[config.mk]
export PLATFORM = sky130hd
export DESIGN_NAME = seq_detector_param_flat
export DESIGN_NICKNAME = d
export VERILOG_FILES = /design/src/rtl/seq_detector_param_if.sv /design/src/rtl/seq_detector_param.sv /design/src/flat_wrapper.sv
export SDC_FILE = /design/constraint.sdc
export NUM_CORES = 1
export LEC_CHECK = 0
export ABC_AREA = 1
export BUFFER_PORTS_ARGS = -buffer_cell sky130_fd_sc_hd__buf_4
export CORE_AREA = 2 2 39 41
export CTS_BUF_LIST = sky130_fd_sc_hd__clkbuf_2
export CTS_CLUSTER_DIAMETER = 80
export DETAILED_ROUTE_END_ITERATION = 8
export DIE_AREA = 0 0 41 43
export PLACE_DENSITY_LB_ADDON = 0.08
export SYNTH_ARGS = -nofsm -noshare
export SYNTH_HDL_FRONTEND = slang
export SYNTH_SLANG_ARGS = --single-unit
[constraint.sdc]
create_clock -name CLK -period 3.57 [get_ports CLK]
set_input_delay 0.357 -clock CLK [delete_from_list [all_inputs] [get_ports CLK]]
set_output_delay 0.357 -clock CLK [all_outputs]
set_load 0.05 [all_outputs]
[src/rtl/seq_detector_param_if.sv]
// Serial-stream bus for seq_detector_param: data/strobe/pattern inputs, match and count outputs.
// The testbench or upstream logic drives through the master modport.
interface seq_detector_param_if #(
  parameter int N  = 4,
  parameter int CW = 8
);
  logic          E;
  logic          EN;
  logic          LOAD;
  logic [N-1:0]  PAT;
  logic          OVL;
  logic          Y;
  logic [CW-1:0] CNT;

  modport master (output E, EN, LOAD, PAT, OVL, input Y, CNT);
  modport slave  (input E, EN, LOAD, PAT, OVL, output Y, CNT);
endinterface

[src/rtl/seq_detector_param.sv]
// Parametrised Mealy serial sequence detector with in-band pattern load and overlap select.
// Define SEQDET_COUNT_EN to build the saturating match counter; otherwise CNT is tied to zero.
module seq_detector_param #(
  parameter int           N           = 4,
  parameter logic [N-1:0] DEFAULT_PAT = N'(4'b1101),
  parameter int           CW          = 8
) (
  input  logic                 CLK,
  input  logic                 RST,
  seq_detector_param_if.slave  bus
);

  localparam int            FW       = $clog2(N);
  localparam logic [FW-1:0] FILL_MAX = FW'(N - 1);

  logic [N-1:0]  pat_q,  pat_d;
  logic [N-2:0]  hist_q, hist_d;
  logic [FW-1:0] fill_q, fill_d;
  logic [N-1:0]  window_s;
  logic          hit_s;

  assign window_s = {hist_q, bus.E};
  assign hit_s    = bus.EN & ~bus.LOAD & (fill_q == FILL_MAX) & (window_s == pat_q);
  assign bus.Y    = hit_s;

  // Next-state for pattern, history and fill; LOAD discards the current sample.
  always_comb begin
    pat_d  = pat_q;
    hist_d = hist_q;
    fill_d = fill_q;
    if (bus.LOAD) begin
      pat_d  = bus.PAT;
      hist_d = '0;
      fill_d = '0;
    end else if (bus.EN) begin
      if (hit_s && !bus.OVL) begin
        hist_d = '0;
        fill_d = '0;
      end else begin
        hist_d = window_s[N-2:0];
        if (fill_q == FILL_MAX) begin
          fill_d = fill_q;
        end else begin
          fill_d = fill_q + FW'(1);
        end
      end
    end else begin
      hist_d = hist_q;
    end
  end

  // Detector state registers.
  always_ff @(posedge CLK) begin
    if (RST) begin
      pat_q  <= DEFAULT_PAT;
      hist_q <= '0;
      fill_q <= '0;
    end else begin
      pat_q  <= pat_d;
      hist_q <= hist_d;
      fill_q <= fill_d;
    end
  end

`ifdef SEQDET_COUNT_EN
  logic [CW-1:0] cnt_q, cnt_d;

  // Saturating match count; only reset clears it.
  always_comb begin
    if (hit_s && (cnt_q != {CW{1'b1}})) begin
      cnt_d = cnt_q + CW'(1);
    end else begin
      cnt_d = cnt_q;
    end
  end

  // Counter register.
  always_ff @(posedge CLK) begin
    if (RST) begin
      cnt_q <= '0;
    end else begin
      cnt_q <= cnt_d;
    end
  end

  assign bus.CNT = cnt_q;
`else
  assign bus.CNT = '0;
`endif

endmodule

[src/flat_wrapper.sv]
// flat-port wrapper written by rule: the top's interface ports become plain ports
module seq_detector_param_flat 
#(
  parameter int           N           = 4,
  parameter logic [N-1:0] DEFAULT_PAT = N'(4'b1101),
  parameter int           CW          = 8
)
  (CLK, RST, bus_E, bus_EN, bus_LOAD, bus_PAT, bus_OVL, bus_Y, bus_CNT);
  seq_detector_param_if #(.N(N), .CW(CW)) bus_i ();
  input  logic CLK;
  input  logic RST;
  input wire logic [$bits(bus_i.E)-1:0] bus_E;
  input wire logic [$bits(bus_i.EN)-1:0] bus_EN;
  input wire logic [$bits(bus_i.LOAD)-1:0] bus_LOAD;
  input wire logic [$bits(bus_i.PAT)-1:0] bus_PAT;
  input wire logic [$bits(bus_i.OVL)-1:0] bus_OVL;
  output wire logic [$bits(bus_i.Y)-1:0] bus_Y;
  output wire logic [$bits(bus_i.CNT)-1:0] bus_CNT;
  assign bus_i.E = bus_E;
  assign bus_i.EN = bus_EN;
  assign bus_i.LOAD = bus_LOAD;
  assign bus_i.PAT = bus_PAT;
  assign bus_i.OVL = bus_OVL;
  assign bus_Y = bus_i.Y;
  assign bus_CNT = bus_i.CNT;
  seq_detector_param #(.N(N), .DEFAULT_PAT(DEFAULT_PAT), .CW(CW)) u_core (.CLK(CLK), .RST(RST), .bus(bus_i));
endmodule
Word level (Yosys, flattened, before mapping):

Cells that the tools add are included.

* register bits after elaboration: 9
* input port bits: 10
* output and inout port bits: 9
* word-level logic and storage cells: 18

* add/sub/neg operators: 1
* equality and inequality tests: 3
* mux-type cells: 3
* bitwise operators: 4
* reduce and logical (&&, ||, !) cells: 4

Operators with widths (number)
* 4-bit == test: 1
* 2-bit two-way mux: 2
* 1-bit bitwise AND: 3
* 3-bit two-way mux: 1
* 2-bit by 1-bit adder with 2-bit output (second input constant): 1
* 2-bit == test (second input constant): 1
* 2-bit != test (second input constant): 1
* 2-bit AND reduction: 1
* 2-bit OR reduction: 1
* 1-bit logical AND: 1
* 1-bit logical NOT: 1
* 1-bit NOT: 1

Logic depth before layout (Yosys ltp):

* depth in word-level cells: 7
* depth in mapped cells: 9
* depth with buffers taken out: 9

Worst setup path before layout:

No wires, ideal clock.

* kind: reg-to-output
* from: register u_core.fill_q[0]
* to: output bus_Y
* arrival: 1.235 ns
* data required time: 3.213 ns
* setup slack: 1.978 ns
* stages on the path, launching flop included: 5
* cells stage by stage: dfxtp_1 > ha_1 > nand3_2 > nor2_4 > and3_1

* word-level cells in the longest chain between the ends: 3

Ends and longest elaborated chain
* start: declaration: RTL line seq_detector_param.sv:18 `logic [FW-1:0] fill_q, fill_d;`
* start signal: assignment: RTL line seq_detector_param.sv:61 `fill_q <= fill_d;`
* 2-bit == test: RTL line seq_detector_param.sv:23 `assign hit_s = bus.EN & ~bus.LOAD & (fill_q == FILL_MAX) & (window_s == pat_q);`
* 1-bit bitwise AND (2 in series): RTL line seq_detector_param.sv:23
* end: declaration: RTL line flat_wrapper.sv:17 `output wire logic [$bits(bus_i.Y)-1:0] bus_Y;`

Every way passes these cells.

Final worst setup path:

Same ends and word-level chain as after synthesis.

==> results.md <==
- Status: finished clean
- Initial DRC Count: 5
- Clock Skew: about 0.00093 ns
- Final setup vio count: 0
- Core area: about 0.0014 sq mm
- Final Max Slew Viols: 0
- Area Overhead vs Synth: 13.38%
- Critical path type: register to output pin
- Initial Util: 0.3987
- Most common cell after layout, fill and taps aside: nand2_1
- Avg Cell Area, Syn: 7.260 sq um
- Syn Inst Count: 76
- Filler instances: 151
- IO Port Bufs: 10
- First-pass DRT Iterations: 4
- Total wire length: 991 um
- GRT overflow: 0
- Register bit total from synthesis: 9
- Vias in the first global route: 421
- Final hold vios: 0
- Commonest non-fill, non-tap cells in the layout: nand2_1 (17), inv_1 (11), buf_4 (10)
- Maximum fanout along the worst path: 3
- Vias/cell: 4.337
- Largest net degree at the start of global routing: 12
- IO Pins: 19
- CTS tree: built
- Met1 wire length: 488 um
- Die height: 43 um
- Tmin final: 1.798 ns
- Wire per inst: 9.529 um
- H-tree depth: 1
- Clock Latency Late Sink: 0.24 ns
- Worst Setup Start Kind: register
- # DRC: 0
- CTS resizes: 0
- Post-DP HPWL: around 800 um
- Detailed-route via count: 451
- Setup Buffers After CTS: 0
- Share of layout cells above drive strength 1: 0.2500
- Post-synthesis cell type count: 21
- Max-cap violations: 0
- GP Congestion: 0.7357
- Antenna violations before repair: 0
- Num CTS Buffers: 3
- First-pass GRT wire length: 1718 um
- Setup TNS: 0 ns
- RSZ-0062 raised after global routing: no
- Critical Path AT: between 1 and 1.5 ns
- Metal2 WL: ~440 um
- Sink Count: 9
- HP Class: input port to register
- YS warnings: 0
- Die W: 41 um
- Maximum VDD drop: 0.0001652 V
- Met3 routed WL: 46 um
- Syn Std Cell Area: 551.8 sq um
- Root Driver: clkbuf_2
- CTS clk-pin slew, worst paths: approximately 0.1 ns
- Die area: 0.001763 sq mm
- Sequential cell area fraction in the yosys report: 0.3265
- GRT Total Usage: 0.1477
- PwrDens: 365.6 mW/mm^2
- Worst EP required: 3.21 ns
- F_max: 556.1 MHz
- DRT antenna net count: 0
- Fin crit share: 0.5037
- # diodes: 0
- Uppermost layer routed: met4
- WHS: 0.3105 ns
- Lkg Pwr: between 0.3 and 0.4 nW
- Nets: 100
- CP Capture Type: output pin
- Post-CTS Hold Fix Bufs: 0
- Clock Tree Buf Depth: 2
- Cell row count: 14
-- stage by stage --
step,power [mW],setup WS [ns],util,cell area (sq um),std cells
after CTS,0.2330,1.743,0.4521,625.6,104
after detailed placement,0.1644,2.045,0.4376,605.6,100
after floorplan,0.1578,1.978,-,578.1,83
after global routing,0.2438,1.660,0.4521,625.6,104
after global placement,0.1640,2.040,0.4376,605.6,100
final,0.2287,1.772,0.4521,625.6,104
-- state kept, by name (all words and copies together) (netlist names) --
name and count:
u_core.pat_q 4, u_core.fill_q 2, u_core.hist_q 3
-- cell type report --
type / count / area, sq um / share of cell area
repair buffers: 10 / 75.07 / 0.1200
flip-flops and latches: 9 / 180.2 / 0.2880
multi-input cells: 53 / 285.3 / 0.4560
clock buffers: 4 / 20.02 / 0.03200
well taps: 16 / 20.02 / 0.03200
inverters: 12 / 45.04 / 0.07200
-- synthesized netlist by cell type --
| cell type | instances | area, sq um |
|---|---|---|
| nand2_1 | 17 | 63.81 |
| inv_1 | 11 | 41.29 |
| dfxtp_1 | 9 | 180.2 |
| buf_4 | 8 | 60.06 |
| a21oi_1 | 6 | 30.03 |
| o21ai_0 | 5 | 25.02 |
| nor2_1 | 4 | 15.01 |
| nand3_1 | 3 | 15.01 |
| a211oi_1 | 1 | 7.510 |
| a21oi_2 | 1 | 8.760 |
| and3_1 | 1 | 6.260 |
| clkbuf_4 | 1 | 7.510 |
| conb_1 | 1 | 3.750 |
| ha_1 | 1 | 12.51 |
| inv_2 | 1 | 3.750 |
| nand2_2 | 1 | 6.260 |
| nand3_2 | 1 | 10.01 |
| nand4_4 | 1 | 21.27 |
| nor2_2 | 1 | 6.260 |
| nor2_4 | 1 | 11.26 |
| xnor2_2 | 1 | 16.27 |
-- cell families (layout without fill, tap and decap cells) --
| logic type | after synthesis | count (layout) | synth area share |
|---|---|---|---|
| other cells | 1 | 8 | 0.006796 |
| xor+xnor | 1 | 1 | 0.02949 |
| simple gates | 30 | 30 | 0.2812 |
| buf+inv | 21 | 26 | 0.2041 |
| compound gates | 13 | 13 | 0.1293 |
| fa+ha+maj | 1 | 1 | 0.02267 |
| flops | 9 | 9 | 0.3265 |
-- critical path, stage by stage (launching register included) --
cell     delay (ns)
dfxtp_1        0.37
ha_1           0.23
nand3_2        0.11
nor2_4         0.13
and3_1         0.16
buf_4          0.19
-- power breakdown --
| group | internal, mW | total, mW | leakage [nW] | switching, mW |
|---|---|---|---|---|
| clock network | 0.0298 | 0.0671 | 0.0166 | 0.0373 |
| registers | 0.106 | 0.110 | 0.0742 | 0.00375 |
| logic | 0.0157 | 0.0521 | 0.231 | 0.0364 |
-- final timing paths --
path,startpoint,endpoint,slack (ns),cells after the start
setup / recovery,u_core.fill_q[0],bus_Y,1.77,5
hold / removal,bus_PAT[2],u_core.pat_q[2],0.31,3
setup reg to reg,u_core.fill_q[0],u_core.fill_q[1],2.22,8
hold reg to reg,u_core.pat_q[0],u_core.pat_q[0],0.49,2
-- per-layer routing --
layer  vias up  global-route usage
met5         -                   0
met4         0              0.1000
met3         2             0.04712
met2         8              0.2031
met1       196              0.1871
li1        245                   -
No activity file was read; power rests on OpenSTA's default activity.
